--- config.mk ---
export PLATFORM = sky130hd
export DESIGN_NAME = noc_local_ni_flat
export DESIGN_NICKNAME = d
export VERILOG_FILES = /design/src/rtl/noc_local_ni_if.sv /design/src/rtl/noc_local_ni.sv /design/src/flat_wrapper.sv
export SDC_FILE = /design/constraint.sdc
export NUM_CORES = 1
export LEC_CHECK = 0
export BUFFER_PORTS_ARGS = -buffer_cell sky130_fd_sc_hd__buf_4
export CORE_AREA = 2 2 438 440
export DETAILED_ROUTE_END_ITERATION = 12
export DIE_AREA = 0 0 440 442
export PLACE_DENSITY = 0.5
export SLEW_MARGIN = 30
export SYNTH_ARGS = -nofsm -noshare
export SYNTH_HDL_FRONTEND = slang
export SYNTH_SLANG_ARGS = --single-unit
--- constraint.sdc ---
create_clock -name clk -period 10.8 [get_ports clk]
set_clock_uncertainty 0.2 [all_clocks]
set_input_delay 1.08 -clock clk [delete_from_list [all_inputs] [get_ports clk]]
set_output_delay 1.08 -clock clk [all_outputs]
set_load 0.01 [all_outputs]
--- src/rtl/noc_local_ni_if.sv ---
// Handshake bundle between the local NI, its core and the router LOCAL port.
// Combinational only: carries request, injection, ejection and response channels.
// Backpressure is plain valid/ready on every channel.
interface noc_local_ni_if #(
  parameter int DATA_WIDTH = 256,
  parameter int ADDR_WIDTH = 16
);
  // core -> NI request channel
  logic                  core_req_valid;
  logic                  core_req_ready;
  logic [DATA_WIDTH-1:0] core_req_data;
  logic [ADDR_WIDTH-1:0] core_req_dest;
  logic [2:0]            core_req_type;
  // NI -> router injection channel
  logic                  noc_valid_out;
  logic                  noc_ready_in;
  logic [DATA_WIDTH-1:0] noc_data_out;
  logic [ADDR_WIDTH-1:0] noc_dest_out;
  logic [2:0]            noc_type_out;
  // router -> NI ejection channel
  logic                  noc_valid_in;
  logic                  noc_ready_out;
  logic [DATA_WIDTH-1:0] noc_data_in;
  logic [ADDR_WIDTH-1:0] noc_dest_in;
  logic [2:0]            noc_type_in;
  // NI -> core response channel
  logic                  core_rsp_valid;
  logic                  core_rsp_ready;
  logic [DATA_WIDTH-1:0] core_rsp_data;
  logic [2:0]            core_rsp_type;

  // Environment side: the core plus the router LOCAL port.
  modport master (
    output core_req_valid, core_req_data, core_req_dest, core_req_type,
    input  core_req_ready,
    input  noc_valid_out, noc_data_out, noc_dest_out, noc_type_out,
    output noc_ready_in,
    output noc_valid_in, noc_data_in, noc_dest_in, noc_type_in,
    input  noc_ready_out,
    input  core_rsp_valid, core_rsp_data, core_rsp_type,
    output core_rsp_ready
  );

  // Network-interface side.
  modport slave (
    input  core_req_valid, core_req_data, core_req_dest, core_req_type,
    output core_req_ready,
    output noc_valid_out, noc_data_out, noc_dest_out, noc_type_out,
    input  noc_ready_in,
    input  noc_valid_in, noc_data_in, noc_dest_in, noc_type_in,
    output noc_ready_out,
    output core_rsp_valid, core_rsp_data, core_rsp_type,
    input  core_rsp_ready
  );
endinterface

--- src/rtl/noc_local_ni.sv ---
// Local network interface: FWFT injection FIFO toward the router plus a one-entry ejection register toward the core.
// Latency: injection 1 cycle push-to-output when empty; ejection 1 cycle capture-to-response.
// Backpressure: core_req_ready drops when full or not in RUN; noc_ready_out drops while a response is held.
// Optional packet counters are enabled by defining NI_PKT_COUNT_EN.
module noc_local_ni #(
  parameter int                    DATA_WIDTH = 256,
  parameter int                    ADDR_WIDTH = 16,
  parameter int                    FIFO_DEPTH = 4,
  parameter logic [ADDR_WIDTH-1:0] NODE_ID    = '0
) (
  input  logic           clk,
  input  logic           rst_n,
  input  logic           ni_enable,
  noc_local_ni_if.slave  bus,
  output logic           ni_idle,
  output logic           err_misroute,
  output logic [15:0]    tx_count,
  output logic [15:0]    rx_count
);

  localparam int PTR_W = $clog2(FIFO_DEPTH);
  localparam int CNT_W = PTR_W + 1;

  typedef enum logic [1:0] {RUN, DRAIN, DRAINED} state_e;

  state_e                state_q, state_d;
  logic [DATA_WIDTH-1:0] mem_dat_q  [FIFO_DEPTH];
  logic [ADDR_WIDTH-1:0] mem_dest_q [FIFO_DEPTH];
  logic [2:0]            mem_type_q [FIFO_DEPTH];
  logic [PTR_W-1:0]      wr_ptr_q, rd_ptr_q;
  logic [CNT_W-1:0]      count_q, count_d;
  logic                  push, pop;

  logic                  rsp_vld_q, rsp_vld_d;
  logic [DATA_WIDTH-1:0] rsp_dat_q;
  logic [2:0]            rsp_type_q;
  logic                  err_q;
  logic                  eject_cap, eject_hit;

  // ---------------- injection ----------------
  assign bus.core_req_ready = (state_q == RUN) && (count_q < CNT_W'(FIFO_DEPTH));
  assign push               = bus.core_req_valid && bus.core_req_ready;
  assign bus.noc_valid_out  = (count_q != '0);
  assign pop                = bus.noc_valid_out && bus.noc_ready_in;
  assign bus.noc_data_out   = mem_dat_q[rd_ptr_q];
  assign bus.noc_dest_out   = mem_dest_q[rd_ptr_q];
  assign bus.noc_type_out   = mem_type_q[rd_ptr_q];

  // Occupancy after this cycle's push/pop; simultaneous push and pop cancel.
  always_comb begin
    count_d = count_q;
    case ({push, pop})
      2'b10:   count_d = count_q + CNT_W'(1);
      2'b01:   count_d = count_q - CNT_W'(1);
      default: count_d = count_q;
    endcase
  end

  // Payload storage; no reset needed since count gates visibility.
  always_ff @(posedge clk) begin
    if (push) begin
      mem_dat_q[wr_ptr_q]  <= bus.core_req_data;
      mem_dest_q[wr_ptr_q] <= bus.core_req_dest;
      mem_type_q[wr_ptr_q] <= bus.core_req_type;
    end
  end

  // FIFO pointers and count; power-of-2 depth makes pointer overflow the wrap.
  always_ff @(posedge clk or negedge rst_n) begin
    if (!rst_n) begin
      wr_ptr_q <= '0;
      rd_ptr_q <= '0;
      count_q  <= '0;
    end else begin
      if (push) wr_ptr_q <= wr_ptr_q + PTR_W'(1);
      if (pop)  rd_ptr_q <= rd_ptr_q + PTR_W'(1);
      count_q <= count_d;
    end
  end

  // ---------------- control FSM ----------------
  // State register.
  always_ff @(posedge clk or negedge rst_n) begin
    if (!rst_n) state_q <= RUN;
    else        state_q <= state_d;
  end

  // Next state: re-enable wins over finishing the drain.
  always_comb begin
    state_d = state_q;
    case (state_q)
      RUN:     if (!ni_enable) state_d = DRAIN;
      DRAIN:   if (ni_enable) state_d = RUN;
               else if (count_d == '0) state_d = DRAINED;
      DRAINED: if (ni_enable) state_d = RUN;
      default: state_d = RUN;
    endcase
  end

  assign ni_idle = (state_q == DRAINED) && (count_q == '0);

  // ---------------- ejection ----------------
  assign bus.noc_ready_out  = !rsp_vld_q || bus.core_rsp_ready;
  assign eject_cap          = bus.noc_valid_in && bus.noc_ready_out;
  assign eject_hit          = (bus.noc_dest_in == NODE_ID);
  assign bus.core_rsp_valid = rsp_vld_q;
  assign bus.core_rsp_data  = rsp_dat_q;
  assign bus.core_rsp_type  = rsp_type_q;
  assign err_misroute       = err_q;

  // Response valid: a consumed entry clears, a matching capture sets.
  always_comb begin
    rsp_vld_d = rsp_vld_q;
    if (bus.core_rsp_ready)     rsp_vld_d = 1'b0;
    if (eject_cap && eject_hit) rsp_vld_d = 1'b1;
  end

  // Ejection register and the one-cycle misroute flag.
  always_ff @(posedge clk or negedge rst_n) begin
    if (!rst_n) begin
      rsp_vld_q  <= 1'b0;
      rsp_dat_q  <= '0;
      rsp_type_q <= '0;
      err_q      <= 1'b0;
    end else begin
      rsp_vld_q <= rsp_vld_d;
      err_q     <= eject_cap && !eject_hit;
      if (eject_cap && eject_hit) begin
        rsp_dat_q  <= bus.noc_data_in;
        rsp_type_q <= bus.noc_type_in;
      end
    end
  end

  // ---------------- packet counters ----------------
`ifdef NI_PKT_COUNT_EN
  logic [15:0] tx_cnt_q, rx_cnt_q;

  // Saturating counters of injected and accepted-ejected flits.
  always_ff @(posedge clk or negedge rst_n) begin
    if (!rst_n) begin
      tx_cnt_q <= '0;
      rx_cnt_q <= '0;
    end else begin
      if (pop && (tx_cnt_q != 16'hFFFF)) tx_cnt_q <= tx_cnt_q + 16'd1;
      if (eject_cap && eject_hit && (rx_cnt_q != 16'hFFFF)) rx_cnt_q <= rx_cnt_q + 16'd1;
    end
  end

  assign tx_count = tx_cnt_q;
  assign rx_count = rx_cnt_q;
`else
  assign tx_count = '0;
  assign rx_count = '0;
`endif

endmodule

--- src/flat_wrapper.sv ---
// flat-port wrapper written by rule: the top's interface ports become plain ports
module noc_local_ni_flat 
#(
  parameter int                    DATA_WIDTH = 256,
  parameter int                    ADDR_WIDTH = 16,
  parameter int                    FIFO_DEPTH = 4,
  parameter logic [ADDR_WIDTH-1:0] NODE_ID    = '0
)
  (clk, rst_n, ni_enable, ni_idle, err_misroute, tx_count, rx_count, bus_core_req_valid, bus_core_req_data, bus_core_req_dest, bus_core_req_type, bus_core_req_ready, bus_noc_valid_out, bus_noc_data_out, bus_noc_dest_out, bus_noc_type_out, bus_noc_ready_in, bus_noc_valid_in, bus_noc_data_in, bus_noc_dest_in, bus_noc_type_in, bus_noc_ready_out, bus_core_rsp_valid, bus_core_rsp_data, bus_core_rsp_type, bus_core_rsp_ready);
  noc_local_ni_if #(.DATA_WIDTH(DATA_WIDTH), .ADDR_WIDTH(ADDR_WIDTH)) bus_i ();
  input  logic clk;
  input  logic rst_n;
  input  logic ni_enable;
  output logic ni_idle;
  output logic err_misroute;
  output logic [15:0] tx_count;
  output logic [15:0] rx_count;
  input wire logic [$bits(bus_i.core_req_valid)-1:0] bus_core_req_valid;
  input wire logic [$bits(bus_i.core_req_data)-1:0] bus_core_req_data;
  input wire logic [$bits(bus_i.core_req_dest)-1:0] bus_core_req_dest;
  input wire logic [$bits(bus_i.core_req_type)-1:0] bus_core_req_type;
  output wire logic [$bits(bus_i.core_req_ready)-1:0] bus_core_req_ready;
  output wire logic [$bits(bus_i.noc_valid_out)-1:0] bus_noc_valid_out;
  output wire logic [$bits(bus_i.noc_data_out)-1:0] bus_noc_data_out;
  output wire logic [$bits(bus_i.noc_dest_out)-1:0] bus_noc_dest_out;
  output wire logic [$bits(bus_i.noc_type_out)-1:0] bus_noc_type_out;
  input wire logic [$bits(bus_i.noc_ready_in)-1:0] bus_noc_ready_in;
  input wire logic [$bits(bus_i.noc_valid_in)-1:0] bus_noc_valid_in;
  input wire logic [$bits(bus_i.noc_data_in)-1:0] bus_noc_data_in;
  input wire logic [$bits(bus_i.noc_dest_in)-1:0] bus_noc_dest_in;
  input wire logic [$bits(bus_i.noc_type_in)-1:0] bus_noc_type_in;
  output wire logic [$bits(bus_i.noc_ready_out)-1:0] bus_noc_ready_out;
  output wire logic [$bits(bus_i.core_rsp_valid)-1:0] bus_core_rsp_valid;
  output wire logic [$bits(bus_i.core_rsp_data)-1:0] bus_core_rsp_data;
  output wire logic [$bits(bus_i.core_rsp_type)-1:0] bus_core_rsp_type;
  input wire logic [$bits(bus_i.core_rsp_ready)-1:0] bus_core_rsp_ready;
  assign bus_i.core_req_valid = bus_core_req_valid;
  assign bus_i.core_req_data = bus_core_req_data;
  assign bus_i.core_req_dest = bus_core_req_dest;
  assign bus_i.core_req_type = bus_core_req_type;
  assign bus_core_req_ready = bus_i.core_req_ready;
  assign bus_noc_valid_out = bus_i.noc_valid_out;
  assign bus_noc_data_out = bus_i.noc_data_out;
  assign bus_noc_dest_out = bus_i.noc_dest_out;
  assign bus_noc_type_out = bus_i.noc_type_out;
  assign bus_i.noc_ready_in = bus_noc_ready_in;
  assign bus_i.noc_valid_in = bus_noc_valid_in;
  assign bus_i.noc_data_in = bus_noc_data_in;
  assign bus_i.noc_dest_in = bus_noc_dest_in;
  assign bus_i.noc_type_in = bus_noc_type_in;
  assign bus_noc_ready_out = bus_i.noc_ready_out;
  assign bus_core_rsp_valid = bus_i.core_rsp_valid;
  assign bus_core_rsp_data = bus_i.core_rsp_data;
  assign bus_core_rsp_type = bus_i.core_rsp_type;
  assign bus_i.core_rsp_ready = bus_core_rsp_ready;
  noc_local_ni #(.DATA_WIDTH(DATA_WIDTH), .ADDR_WIDTH(ADDR_WIDTH), .FIFO_DEPTH(FIFO_DEPTH), .NODE_ID(NODE_ID)) u_core (.clk(clk), .rst_n(rst_n), .ni_enable(ni_enable), .bus(bus_i), .ni_idle(ni_idle), .err_misroute(err_misroute), .tx_count(tx_count), .rx_count(rx_count));
endmodule
Yosys cells after proc, flatten, opt, wreduce, memory -nomap -nowiden
Memory sizes are Yosys's and may differ from the RTL's.
Index checks and enable logic that the tools add are counted.
Storage, ports and cells
  bits in registers: 270
  latch bits: 0
  RAM bits: 1100
  bits in read-only memories: 0
  bits of input ports: 557
  memories kept: 3
Memories
  u_core.mem_dat_q: words 4, bits a word 256, rd ports 1, clocked after Yosys merged registers in 0, write ports 1, line noc_local_ni.sv:27  | logic [DATA_WIDTH-1:0] mem_dat_q [FIFO_DEPTH];
  u_core.mem_dest_q: words 4, bits a word 16, rd ports 1, clocked after Yosys merged registers in 0, write ports 1, line noc_local_ni.sv:28  | logic [ADDR_WIDTH-1:0] mem_dest_q [FIFO_DEPTH];
  u_core.mem_type_q: words 4, bits a word 3, rd ports 1, clocked after Yosys merged registers in 0, write ports 1, line noc_local_ni.sv:29  | logic [2:0] mem_type_q [FIFO_DEPTH];
Operators by class
  add/subtract/negate cells: 4
  $mul: 0
  div/mod/pow operators: 0
  order comparisons: 1
  eq/ne operators: 7
  shifts and indexed selects: 0
  multiplexer cells: 10
  bitwise logic cells: 0
  reductions and logical operators: 17
Operators with widths (number)
  logical NOT 16 bit: 1
  2-to-1 mux 2 bit: 4
  logical AND 1 bit: 7
  logical NOT 3 bit: 2
  one-hot mux 2 bit (3 select lines): 1
  one-hot mux 3 bit (2 select lines): 1
  adder 2 x 1 -> 2 bit (second input constant): 2
  == test 2 x 1 -> 1 bit (second input constant): 2
  == test 2 bit (second input constant): 2
  2-to-1 mux 1 bit: 4
  != test 2 bit (second input constant): 2
  adder 3 x 1 -> 3 bit (second input constant): 1
  < comparator 3 bit (second input constant): 1
  != test 3 x 2 -> 1 bit (second input constant): 1
  AND reduction 3 bit: 1
  nonzero test 3 bit: 1
  subtractor 3 x 1 -> 3 bit (second input constant): 1
  logical NOT 1 bit: 2
  logical NOT 2 bit: 1
  nonzero test 2 bit: 1
  logical OR 1 bit: 1

Depth between registers and ports, before layout
  word-level depth: 9
  gate-level depth with buffers: 10
  gate-level depth less buffers: 10

Worst setup path before layout
No wires, ideal clock.
  kind: in2reg
  start point: in bus_core_req_valid
  end point: mem u_core.mem_dat_q[0][0] (enable)
  library setup time: 674 ps
  arrival time: 7361 ps
  data required time: 9926 ps
  setup slack: 2565 ps
  stages: 1
  path buffers: 0
  cell sequence: and3_1
On the way
  cells in the longest elaborated chain, start to end: 3
RTL lines
  start, declared: line flat_wrapper.sv:18  | input wire logic [$bits(bus_i.core_req_valid)-1:0] bus_core_req_valid;
  logical AND 1 bit: line noc_local_ni.sv:42  | assign push = bus.core_req_valid && bus.core_req_ready;
  2-to-1 mux 1 bit: line noc_local_ni.sv:61  | if (push) begin
  2-to-1 mux 1 bit (implied by the code): line noc_local_ni.sv:62  | mem_dat_q[wr_ptr_q] <= bus.core_req_data;
  end, declared: line noc_local_ni.sv:27
Every way passes these cells.

Final worst setup path
  start point: reg u_core.rd_ptr_q[1]
  end point: out bus_noc_data_out[195]
On the way
  cells in the longest elaborated chain, start to end: 1
RTL lines
  start, declared: line noc_local_ni.sv:30  | logic [PTR_W-1:0] wr_ptr_q, rd_ptr_q;
  start signal, assigned: line noc_local_ni.sv:76  | if (pop) rd_ptr_q <= rd_ptr_q + PTR_W'(1);
  memory (4 x 256 bit)
  end, declared: line flat_wrapper.sv:24  | output wire logic [$bits(bus_i.noc_data_out)-1:0] bus_noc_data_out;
Every way passes these cells.

==> impl_metrics.env <==
export IMPL_num_rows=160
export IMPL_cts_htree_levels=4
export IMPL_drc_errors=0
export IMPL_routed_wl_um=147000
export IMPL_firstDrtPassIters=7
export IMPL_final_area_um2=66000
export IMPL_cts_num_sinks=1370
export IMPL_setup_viol=0
export IMPL_die_area_um2=194000
export IMPL_place_area_um2=61100
export IMPL_viasPerCell=4.28
export IMPL_synth_seq_area_share_pct=79.5
export IMPL_initial_core_util_pct=26.4
export IMPL_crit_required_ns=9.52
export IMPL_finalHoldViolCount=0
export IMPL_synth_top_area_share_pct=66.0
export IMPL_path_clk_slew_ns=0.06
export IMPL_fin_crit_sh_pct=51.4
export IMPL_die_width_um=440
export IMPL_status="finished clean"
export IMPL_cts_resized=0
export IMPL_fin_nets=3833
export IMPL_mappedNetlistArea_um2=50000
export IMPL_synth_avg_cell_area_um2=24.1
export IMPL_ir_drop_v=0.000174
export IMPL_netlist_cell_type_count=31
export IMPL_pin_count=1129
export IMPL_grt_ovfl_total=0
export IMPL_final_core_util_pct=34.8
export IMPL_min_period_ns=5.55
export IMPL_fin_cells=5919
export IMPL_dp_slack_ns=5.97
export IMPL_maxSlewViolCount=0
export IMPL_drive_gt1_share_pct=55.3
export IMPL_setup_ws_ns=5.25
export IMPL_hold_class="reg -> reg"
export IMPL_area_delta_synth_final_pct=32.0
export IMPL_power_density_nw_per_um2=233
export IMPL_hpwl_um=101000
export IMPL_synth_top_cells_by_area="edfxtp_1, dfrtp_1, mux4_2"
export IMPL_antenna_left=0
export IMPL_path_class="reg -> out"
export IMPL_max_freq_ghz=0.180
export IMPL_crit_arrival_ns=4.27
export IMPL_grt_max_degree=136
export IMPL_insertion_delay_ns=0.76
export IMPL_grt_pass1_vias=27100
export IMPL_cap_violations=0
export IMPL_end_kind="output port"
export IMPL_tritoncts="done"
export IMPL_cts_root_buf="clkbuf_16"
export IMPL_track_usage_pct=14.8
export IMPL_cts_max_path_buffers=3
export IMPL_wl_per_cell_um=24.8
export IMPL_grt_pass1_wl_um=205000
export IMPL_cts_made_buffers=153
export IMPL_place_congestion=0.801
export IMPL_path_max_fanout=57
export IMPL_crit_path_start_kind="flip-flop"
export IMPL_netlist_instances=2076
export IMPL_port_buffers=1096
export IMPL_synth_top_area_cell="edfxtp_1"
export IMPL_antenna_found_initial=45
export IMPL_die_height_um=442
export IMPL_dp_cells=5619
export IMPL_p_leak_nw=25.1
export IMPL_vias=25300
export IMPL_first_iter_violations=1476
export IMPL_grt_setup_unrepaired="false"
export IMPL_slew_headroom_pct=32.2
export IMPL_tightest_slew_ns=1.02
export IMPL_core_area_um2=190000
export IMPL_yosys_warnings=0
export IMPL_fin_tns_setup_ns=0
export IMPL_synth_seq_cells=1370
## power by group
group | internal, mW | switching, mW | leakage [nW]
clock network | 2.88 | 2.09 | 2.30
registers | 6.24 | 0.174 | 13.7
logic | 1.97 | 2.07 | 9.08
## layout by cell type, fill, tap and decap left out, types with 6 or more instances in the layout
cell type / Yosys / final
dfrtp_1: 270 / 268
clkinv_1: 0 / 26
clkbuf_16: 0 / 156
bufinv_16: 0 / 8
edfxtp_1: 1100 / 1100
inv_1: 6 / 6
clkinv_2: 0 / 20
diode_2: 0 / 23
buf_12: 0 / 12
mux2_2: 259 / 259
buf_4: 33 / 1110
clkbuf_1: 21 / 44
conb_1: 1 / 32
mux4_2: 275 / 275
## routing by layer
metal / part of all wire (%) / GRT usage, % / vias to the layer above
met5: 0.054 / 0 / -
met4: 3.6 / 6.35 / 16
met3: 8.0 / 5.47 / 252
met2: 52 / 25.3 / 955
met1: 36 / 16.3 / 13200
li1: - / - / 10900
## state kept, by name, summed over array words and instances (netlist names)
signal	count
u_core.state_q	2
u_core.bus.core_rsp_valid	1
u_core.mem_dat_q	1024
u_core.wr_ptr_q	2
u_core.mem_dest_q	64
u_core.bus.core_rsp_data	256
u_core.rd_ptr_q	2
u_core.err_misroute	1
u_core.mem_type_q	12
u_core.bus.core_rsp_type	3
u_core.count_q	3
## per-stage QoR
stage | hold WS (ns) | total power [mW]
final | 0.291 | 15.4
after global routing | 0.203 | 16.1
after CTS | 0.175 | 15.7
after detailed placement | 0.279 | 10.7
after global placement | 0.274 | 10.7
after floorplan | 0.256 | 8.72
## cells by family after synthesis
kind of cell,count (synthesis),synth area share [%]
AOI/OAI and AO/OA,4,0.0525
xor gates and xnor gates,5,0.0875
adders and majority gates,6,0.165
buffers and inverters,128,1.64
DFF,1370,79.5
muxes,535,18.2
other,1,0.00749
and+or+nand+nor,27,0.315
## critical path, cell delays in order (launching register included)
cell	delay [ns]
dfrtp_4	1.02
buf_4	0.85
buf_4	0.82
mux4_2	0.45
buf_4	0.16
## cell type report
class	instances	area, um2
clock inverter	65	579
timing repair buffer	1130	8730
multi-input combinational	609	9570
fill	17900	124000
inverter	6	22.5
tap	2511	3140
sequential	1370	39800
antenna	23	57.6
clock buffer	205	4140
## what timing repair did
action,CTS,global route
hold buffers,1,0
endpoints found under the hold margin,47,0
buffers inserted,0,0
## Yosys cell counts
master / instances
fa_1: 1
inv_1: 6
buf_2: 34
nor2b_1: 1
ha_1: 5
buf_6: 23
nor2_4: 1
edfxtp_1: 1100
mux4_2: 275
xnor2_1: 3
buf_1: 11
or3_1: 1
conb_1: 1
nor4_1: 5
o2bb2ai_1: 1
mux2i_1: 1
nand2_1: 3
nor3_1: 3
or2_2: 1
o21ai_0: 2
buf_4: 33
clkbuf_1: 21
dfrtp_1: 270
o21a_1: 1
nor2_1: 2
nand2b_1: 3
and3_1: 4
and2_1: 2
xor2_1: 2
mux2_2: 259
nand4_1: 1
## path summary, 6_finish.rpt
| kind | from | to | slack (ns) | depth (start not counted) |
|---|---|---|---|---|
| max | u_core.rd_ptr_q[1]$_DFFE_PN0P_ | bus_noc_data_out[195] | 5.25 | 4 |
| min | u_core.state_q[1]$_DFFE_PN0P_ | u_core.state_q[0]$_DFFE_PN0P_ | 0.29 | 1 |
| max reg2reg | u_core.state_q[1]$_DFFE_PN0P_ | u_core.mem_dat_q[1][164]$_DFFE_PP_ | 7.31 | 5 |
| min reg2reg | u_core.state_q[1]$_DFFE_PN0P_ | u_core.state_q[0]$_DFFE_PN0P_ | 0.29 | 1 |
| max in group asynchronous | rst_n | u_core.bus.core_rsp_data[224]$_DFFE_PN0P_ | 8.09 | 4 |
| min in group asynchronous | rst_n | u_core.state_q[0]$_DFFE_PN0P_ | 0.64 | 2 |
Note: power is estimated with default switching activity, not from simulation.
